## src/rtl/pixel_stream_sched.sv

```systemverilog
// pixel_stream_sched
// Raster pixel scheduler. Walks (x, y) over the frame, issues one coordinate
// request per cycle to a colour source that answers one cycle later, parks the
// answers in a 3-entry buffer and presents them as a valid/ready stream.
//
// Ports
//   clk, reset           clock; asynchronous active-high reset
//   start                begin a frame (only honoured when idle)
//   continuous           at the last pixel of a frame, roll straight into the next
//   abort                synchronous flush back to idle
//   req_valid/req_x/y    coordinate request to the colour source
//   colour_i             colour for the coordinate requested one cycle earlier
//   out_valid/out_ready  downstream handshake on the buffer head
//   colour_o, sof/eol/eof  head colour and frame flags (0 when out_valid=0)
//   busy                 not idle
//   frame_count          frames whose eof beat has been accepted (wraps)
//
// state | meaning
// IDLE  | waiting for start, nothing buffered or in flight
// RUN   | issuing coordinates while buffer + in-flight < 3
// DRAIN | last pixel issued, waiting for buffer and in-flight to empty

module pixel_stream_sched #(
    parameter int DATA_WIDTH    = 10,
    parameter int RBG_SIZE      = 24,
    parameter int SCREEN_WIDTH  = 640,
    parameter int SCREEN_HEIGHT = 480
) (
    input  logic                  clk,
    input  logic                  reset,
    input  logic                  start,
    input  logic                  continuous,
    input  logic                  abort,
    output logic                  req_valid,
    output logic [DATA_WIDTH-1:0] req_x,
    output logic [DATA_WIDTH-1:0] req_y,
    input  logic [RBG_SIZE-1:0]   colour_i,
    output logic                  out_valid,
    input  logic                  out_ready,
    output logic [RBG_SIZE-1:0]   colour_o,
    output logic                  sof,
    output logic                  eol,
    output logic                  eof,
    output logic                  busy,
    output logic [15:0]           frame_count
);

    typedef enum logic [1:0] {
        ST_IDLE  = 2'd0,
        ST_RUN   = 2'd1,
        ST_DRAIN = 2'd2
    } state_t;

    // Buffer entry layout: {eof, eol, sof, colour}
    localparam int ENTRY_W = RBG_SIZE + 3;
    localparam logic [DATA_WIDTH-1:0] X_LAST = DATA_WIDTH'(SCREEN_WIDTH - 1);
    localparam logic [DATA_WIDTH-1:0] Y_LAST = DATA_WIDTH'(SCREEN_HEIGHT - 1);

    state_t                state_q, state_d;
    logic [DATA_WIDTH-1:0] x_q, x_d;
    logic [DATA_WIDTH-1:0] y_q, y_d;
    logic                  infl_q, infl_d;
    logic [2:0]            infl_flags_q, infl_flags_d;
    logic [ENTRY_W-1:0]    mem_q [3];
    logic [ENTRY_W-1:0]    mem_d [3];
    logic [1:0]            wr_ptr_q, wr_ptr_d;
    logic [1:0]            rd_ptr_q, rd_ptr_d;
    logic [1:0]            count_q, count_d;
    logic [15:0]           frame_count_q, frame_count_d;

    logic [2:0]            occupancy;
    logic                  issue;
    logic                  push;
    logic                  pop;
    logic                  fifo_valid;
    logic [ENTRY_W-1:0]    head;

    function automatic logic [1:0] ptr_inc(input logic [1:0] p);
        return (p == 2'd2) ? 2'd0 : p + 2'd1;
    endfunction

    always_comb begin
        state_d       = state_q;
        x_d           = x_q;
        y_d           = y_q;
        infl_d        = 1'b0;
        infl_flags_d  = 3'b000;
        mem_d         = mem_q;
        wr_ptr_d      = wr_ptr_q;
        rd_ptr_d      = rd_ptr_q;
        count_d       = count_q;
        frame_count_d = frame_count_q;

        // Credit check uses registered values only; a pop in this same cycle
        // does not free a slot until the next cycle.
        occupancy  = {1'b0, count_q} + {2'b00, infl_q};
        issue      = (state_q == ST_RUN) && (occupancy < 3'd3);
        fifo_valid = (count_q != 2'd0);
        head       = mem_q[rd_ptr_q];
        push       = infl_q;
        pop        = fifo_valid && out_ready;

        if (push) begin
            mem_d[wr_ptr_q] = {infl_flags_q, colour_i};
            wr_ptr_d        = ptr_inc(wr_ptr_q);
        end
        if (pop) begin
            rd_ptr_d = ptr_inc(rd_ptr_q);
            if (head[ENTRY_W-1]) begin
                frame_count_d = frame_count_q + 16'd1;
            end
        end
        if (push && !pop) begin
            count_d = count_q + 2'd1;
        end else if (!push && pop) begin
            count_d = count_q - 2'd1;
        end

        if (issue) begin
            infl_d       = 1'b1;
            infl_flags_d = {(x_q == X_LAST) && (y_q == Y_LAST),
                            (x_q == X_LAST),
                            (x_q == '0) && (y_q == '0)};
            if (x_q == X_LAST) begin
                x_d = '0;
                if (y_q == Y_LAST) begin
                    y_d = '0;
                    if (!continuous) begin
                        state_d = ST_DRAIN;
                    end
                end else begin
                    y_d = y_q + 1'b1;
                end
            end else begin
                x_d = x_q + 1'b1;
            end
        end

        case (state_q)
            ST_IDLE: begin
                if (start) begin
                    state_d = ST_RUN;
                    x_d     = '0;
                    y_d     = '0;
                end
            end
            ST_RUN: begin
            end
            ST_DRAIN: begin
                // Look at next-cycle occupancy so busy drops the cycle right
                // after the final beat is accepted.
                if ((count_d == 2'd0) && !infl_d) begin
                    state_d = ST_IDLE;
                end
            end
            default: begin
                state_d = ST_IDLE;
            end
        endcase

        if (abort) begin
            state_d       = ST_IDLE;
            x_d           = '0;
            y_d           = '0;
            infl_d        = 1'b0;
            infl_flags_d  = 3'b000;
            wr_ptr_d      = 2'd0;
            rd_ptr_d      = 2'd0;
            count_d       = 2'd0;
            frame_count_d = frame_count_q;
        end
    end

    always_ff @(posedge clk or posedge reset) begin
        if (reset) begin
            state_q       <= ST_IDLE;
            x_q           <= '0;
            y_q           <= '0;
            infl_q        <= 1'b0;
            infl_flags_q  <= 3'b000;
            wr_ptr_q      <= 2'd0;
            rd_ptr_q      <= 2'd0;
            count_q       <= 2'd0;
            frame_count_q <= 16'd0;
            for (int i = 0; i < 3; i++) begin
                mem_q[i] <= '0;
            end
        end else begin
            state_q       <= state_d;
            x_q           <= x_d;
            y_q           <= y_d;
            infl_q        <= infl_d;
            infl_flags_q  <= infl_flags_d;
            wr_ptr_q      <= wr_ptr_d;
            rd_ptr_q      <= rd_ptr_d;
            count_q       <= count_d;
            frame_count_q <= frame_count_d;
            for (int i = 0; i < 3; i++) begin
                mem_q[i] <= mem_d[i];
            end
        end
    end

    assign req_valid   = issue;
    assign req_x       = x_q;
    assign req_y       = y_q;
    assign out_valid   = fifo_valid;
    assign colour_o    = fifo_valid ? head[RBG_SIZE-1:0] : '0;
    assign eof         = fifo_valid & head[ENTRY_W-1];
    assign eol         = fifo_valid & head[ENTRY_W-2];
    assign sof         = fifo_valid & head[ENTRY_W-3];
    assign busy        = (state_q != ST_IDLE);
    assign frame_count = frame_count_q;

endmodule

```

## config.mk

```make
export PLATFORM = sky130hd
export DESIGN_NAME = pixel_stream_sched
export DESIGN_NICKNAME = d
export VERILOG_FILES = /design/src/rtl/pixel_stream_sched.sv
export SDC_FILE = /design/constraint.sdc
export NUM_CORES = 1
export LEC_CHECK = 0
export BUFFER_PORTS_ARGS = -buffer_cell sky130_fd_sc_hd__buf_2
export CAP_MARGIN = 20
export CORE_MARGIN = 2
export CORE_UTILIZATION = 25
export CTS_BUF_LIST = sky130_fd_sc_hd__clkbuf_4 sky130_fd_sc_hd__clkbuf_8 sky130_fd_sc_hd__clkbuf_16
export DETAILED_ROUTE_END_ITERATION = 8
export PLACE_DENSITY = 0.41
export SKIP_LAST_GASP = 1
export SYNTH_ARGS = -nofsm -noshare
export SYNTH_HDL_FRONTEND = slang
export SYNTH_SLANG_ARGS = --single-unit
export TNS_END_PERCENT = 5
```

## constraint.sdc

```tcl
create_clock -name clk -period 5.45 [get_ports clk]
set_input_delay 1.09 -clock clk [delete_from_list [all_inputs] [get_ports clk]]
set_output_delay 1.09 -clock clk [all_outputs]
set_load 0.005 [all_outputs]
```

Word level (Yosys, flattened, before mapping):

Index checks and enable logic that the tools add are counted.

* flip-flop bits (word level): 129
* input port bits: 30
* output and inout bits: 66
* word-level logic and storage cells: 95

* $add $sub $neg: 8
* order comparisons: 4
* equal/unequal tests: 6
* mux-type cells: 39
* bitwise gates (word level): 6
* reduce and logical (&&, ||, !) cells: 20

Operator list (number)
* 10-bit 2-to-1 mux: 11
* 81-bit bitwise mux: 1
* 27-bit 2-to-1 mux: 3
* 27-bit binary-select mux with 2-bit select: 1
* 27-bit demux with 2-bit select: 1
* 2-bit 2-to-1 mux: 16
* 24-bit 2-to-1 mux: 1
* 10-bit by 1-bit adder with 10-bit output, second input constant: 2
* 10-bit logical NOT: 2
* 16-bit by 1-bit adder with 16-bit output, second input constant: 1
* 10-bit == test, second input constant: 1
* 10-bit by 9-bit == test with 1-bit output, second input constant: 1
* 1-bit logical AND: 8
* 2-bit nonzero test: 4
* 2-bit by 1-bit adder with 2-bit output, second input constant: 3
* 2-bit == test, second input constant: 3
* 3-bit greater-or-equal comparator, second input constant: 2
* 3-bit 2-to-1 mux: 2
* 2-bit NOT with 3-bit output: 2
* 2-bit one-hot mux with 3 select lines: 1
* 2-bit logical NOT: 2
* 2-bit by 1-bit adder with 3-bit output: 1
* 1-bit AND: 3
* 1-bit logical NOT: 3
* other kinds (7): 8

Longest topological paths before layout:

* word-level depth: 10
* depth in mapped cells: 8
* mapped depth without buffers: 7

Worst setup path before layout:

No wires, ideal clock.

* path type: reg-to-output
* start point: register rd_ptr_q[0]
* end point: output eof
* arrival time: 1.511 ns
* required time: 4.360 ns
* path slack: 2.849 ns
* stages on the path, launching flop included: 7
* buffers on the path: 3
* path through: dfrtp_1 clkbuf_1 nor2b_1 clkbuf_1 o2bb2ai_1 clkbuf_1 and2_1

* longest elaborated chain between the ends: 5

RTL lines
* from (decl): line 67 `logic [1:0] rd_ptr_q, rd_ptr_d;`
* from (signal assigned): line 195 `rd_ptr_q <= rd_ptr_d;`
* 2-bit NOT with 3-bit output (implied by the code): line 99 `head = mem_q[rd_ptr_q];`
* 27-bit binary-select mux with 2-bit select: line 99
* 27-bit 2-to-1 mux (implied by the code) (2 in a row): line 99
* 1-bit AND: line 209 `assign eof = fifo_valid & head[ENTRY_W-1];`
* to (decl): line 43 `output logic eof,`

Every way passes these cells. The select of a mux whose other input is x is not followed.

Worst setup path in the final report:

* start point: register infl_q
* end point: output req_valid

* longest elaborated chain between the ends: 3

RTL lines
* from (decl): line 62 `logic infl_q, infl_d;`
* from (signal assigned): line 192 `infl_q <= infl_d;`
* 2-bit by 1-bit adder with 3-bit output: line 96 `occupancy = {1'b0, count_q} + {2'b00, infl_q};`
* 3-bit by 2-bit < comparator with 1-bit output: line 97 `issue = (state_q == ST_RUN) && (occupancy < 3'd3);`
* 1-bit logical AND: line 97
* to (decl): line 34 `output logic req_valid,`

Every way passes these cells.

==> results.md <==
* Post-DR wirelength/cell at ~17 microns
* Status: completed
* Gate count of the mapped netlist at approximately 570
* Vias at roughly 4.7k
* CP required at 4.36 ns
* Leak pwr at 3.42 nW
* Slowest cell delay on critical path at slightly below 0.5 ns
* Post-synth EDFFs at 0
* Gp weighted congestion at between 0.7 and 0.8
* Most frequent cell after synthesis: dfrtp_1
* Largest area contributor in the netlist: dfrtp_1
* Slowest CP cell: dfrtp_1
* Post-layout util at between 30% and 40%
* IO Pins at 96
* Final Cycle Share at between 60% and 70%
* PostCTS Resize Cnt at 0
* TritonCTS clock tree: yes
* # DRC at 0
* #FFs+latches synth at between 100 and 150
* Maximum Capacitance Violations at 0
* Power density over the cells at between 400 and 500 mW/mm^2
* Root buf cell: clkbuf_16
* Hold Path Sink: frame_count[15]
* Die Ht at 162 microns
* Crit path launch type: flop
* Cts hold-fix bufs at 0
* Core area at 0.0245 sq mm
* IO Port Bufs at 95
* Total chip power at around 0.0031 W
* Total GRT Usage at approximately an eighth
* Worst R2R Path Depth at 6
* Post-layout nets at 700
* Total gr overflow at 0
* Peak Freq at roughly 0.29 GHz
* Hold path start: frame_count[15]
* Die W at roughly 160 microns
* Setup Fix Bufs, Post-CTS at 0
* Routed Antenna Nets at 0
* FF+latch area at between 0.003 and 0.004 sq mm
* WS Path Type: flop to output pin
* Commonest cells in the synthesized netlist: dfrtp_1 (129), mux2_2 (82), nor2_1 (74)
* Final Max Slew Viols at 0
* Number of global-route vias before repair at between 4k and 5k
* Multi-input logic area at between 0.002 and 0.003 sq mm
* Synthesized cell area at approximately 0.0063 sq mm
* # fillers at around 2.5k
* Critical R2R Launch: infl_q
* Async S/R FF share, synth at 100%
* Final setup TNS at 0 ns
* Reg2Reg Capture Point: infl_flags_q[2]
* Crit end category: output pin
* Layout area overhead at 22.4%
* Synth Flop Type: dfrtp_1
* DPL Wire Length at ~11000 microns
* Least-Margin Pin Slew at about 1 ns
* Syn_area_per_cell at 11.0 sq um
* Initial antenna violation count at 0
* First-pass GRT wire length at 26800 microns
* Initial Utilization at roughly a quarter
* R2r setup slk at 2.89 ns
* Worst Skew at a little under 0.01 ns
* Num rows at 57
* Sequential area share after synthesis at about 51%
* Total CTS buffers at 17
* Worst path cell trace: ha_1, ha_1, nor3b_1, nand2_1, inv_1, buf_2
* Hold Path Class: flop to flop
* Pre-Repair DR Iteration Count at 4
* Syn. warnings at 0
* Hold violation total from the final report at 0
* Share of cells above drive strength 1 at approximately 34%
* Dominant cells by area after synthesis: dfrtp_1 (51%), mux2_2 (15%), mux2i_1 (4.6%), nor2_1 (4.4%), a21oi_1 (3.1%)
* Synth top area share at about 50%
* H-tree levels at 4
* Drt initial violations at 174
* Drt total wl at around 17000 microns
* Worst EP arrival at around 2.4 ns
* Post-synthesis net count at about 600
* Max VDD drop at ~0.00017 V
* Diode count at 0
* Fin crit period at between 3 and 4 ns
* Hold Path Depth at 1
* Clock transition at path regs at 0.06 ns
* DR vias/cell at around 4.7
* Pin count of the biggest net entering global routing at 64
* Slew headroom at about a third
* Crit path max fanout at 11
* Die footprint at roughly 0.026 sq mm
* Post-synthesis cell type count at 56
* Clock Latency Late Sink at about 0.41 ns
* RSZ-0062 raised after global routing: false
* Final setup violation count at 0
* CTS Sinks at around 130
* Critical Path Most Common Cell: ha_1
* Bufs on Longest Clock Path at 2
-- critical path: cells and delay by family, from the launching register on --
family,cells,cell delay (ns)
AND/OR/NAND/NOR,2,0.63
flip-flops,1,0.49
buffers and inverters,2,0.39
adder cells (fa/ha/maj),2,0.46
-- per-stage QoR --
stage	cells	hold WS, ns	setup slack [ns]	area, sq um
floorplan	569	0.469	0.919	6270
global placement	967	0.464	2.41	7110
detailed placement	967	0.469	2.40	7110
CTS	999	0.479	1.94	7680
global route	999	0.497	1.81	7680
finish	999	0.468	1.98	7680
-- cell families after synthesis --
logic type,synth area share [%]
muxes,19.4
DFF,51.5
and+or+nand+nor,15.0
AOI/OAI and AO/OA,6.21
buffers and inverters,3.03
adders and majority gates,1.60
xor gates and xnor gates,3.35
-- how the worst max path moves through the flow --
stage	startpoint	to	slack, ns	cells after the start
2_1_floorplan	reset	count_q[0]	0.92	1
3_3_place_gp	rd_ptr_q[0]	eol	2.41	5
3_5_place_dp	rd_ptr_q[0]	eol	2.40	5
4_1_cts	rd_ptr_q[0]	eol	1.94	5
5_1_grt	rd_ptr_q[0]	eol	1.81	5
6_report	infl_q	req_valid	1.98	6
-- cell usage in the layout, fill, tap and decap left out, types with 2 or more instances in the layout --
master / synthesis / final
buf_4: 0 / 9
a311oi_1: 2 / 2
nor3b_1: 2 / 2
inv_1: 19 / 18
clkinv_2: 0 / 2
clkinv_4: 0 / 3
dfrtp_1: 129 / 128
nand4_1: 16 / 16
a21oi_1: 39 / 39
nand3_1: 19 / 19
clkbuf_16: 0 / 17
o31ai_1: 4 / 4
buf_2: 5 / 95
nor4_1: 8 / 8
nor3_1: 3 / 3
clkinvlp_4: 0 / 4
or3_1: 2 / 2
a211oi_1: 3 / 3
and3_1: 8 / 8
nor4b_1: 2 / 2
nand2b_1: 2 / 2
mux2i_1: 29 / 29
or4_1: 4 / 4
inv_6: 0 / 4
nand3b_1: 2 / 2
and2_1: 7 / 7
o22ai_1: 2 / 2
mux2_2: 82 / 82
ha_1: 8 / 8
o21ai_0: 3 / 3
xor2_1: 2 / 2
nor2_1: 74 / 74
xnor2_1: 22 / 22
nand2_1: 19 / 19
-- metal layers --
metal	vias to the layer above	global-route usage (%)	routed length (microns)
met3	13	2.78	576
met5	-	0	0
li1	2209	-	-
met4	0	4.30	219
met2	79	21.8	8090
met1	2404	17.1	7690
-- power by group --
group,internal (W),switching (W)
clock,0.000637,0.000446
combinational,0.000382,0.000386
sequential,0.00114,0.000137
total,0.00216,0.000969
-- registers in the layout, summed over array words and instances, names as in the netlist --
name	flops
req_y	10
state_q	2
infl_flags_q	3
req_x	10
wr_ptr_q	2
infl_q	1
rd_ptr_q	2
mem_q	81
frame_count	16
count_q	2
-- cell type report --
cell class                 count  area share [%]
tap                          324            5.28
clock buffer                  18            5.64
clock inverter                14            1.71
timing repair buffer         104            7.07
multi-input combinational    391            37.3
sequential                   129            42.1
inverter                      19           0.962
Power figures use the tool's default switching activity.
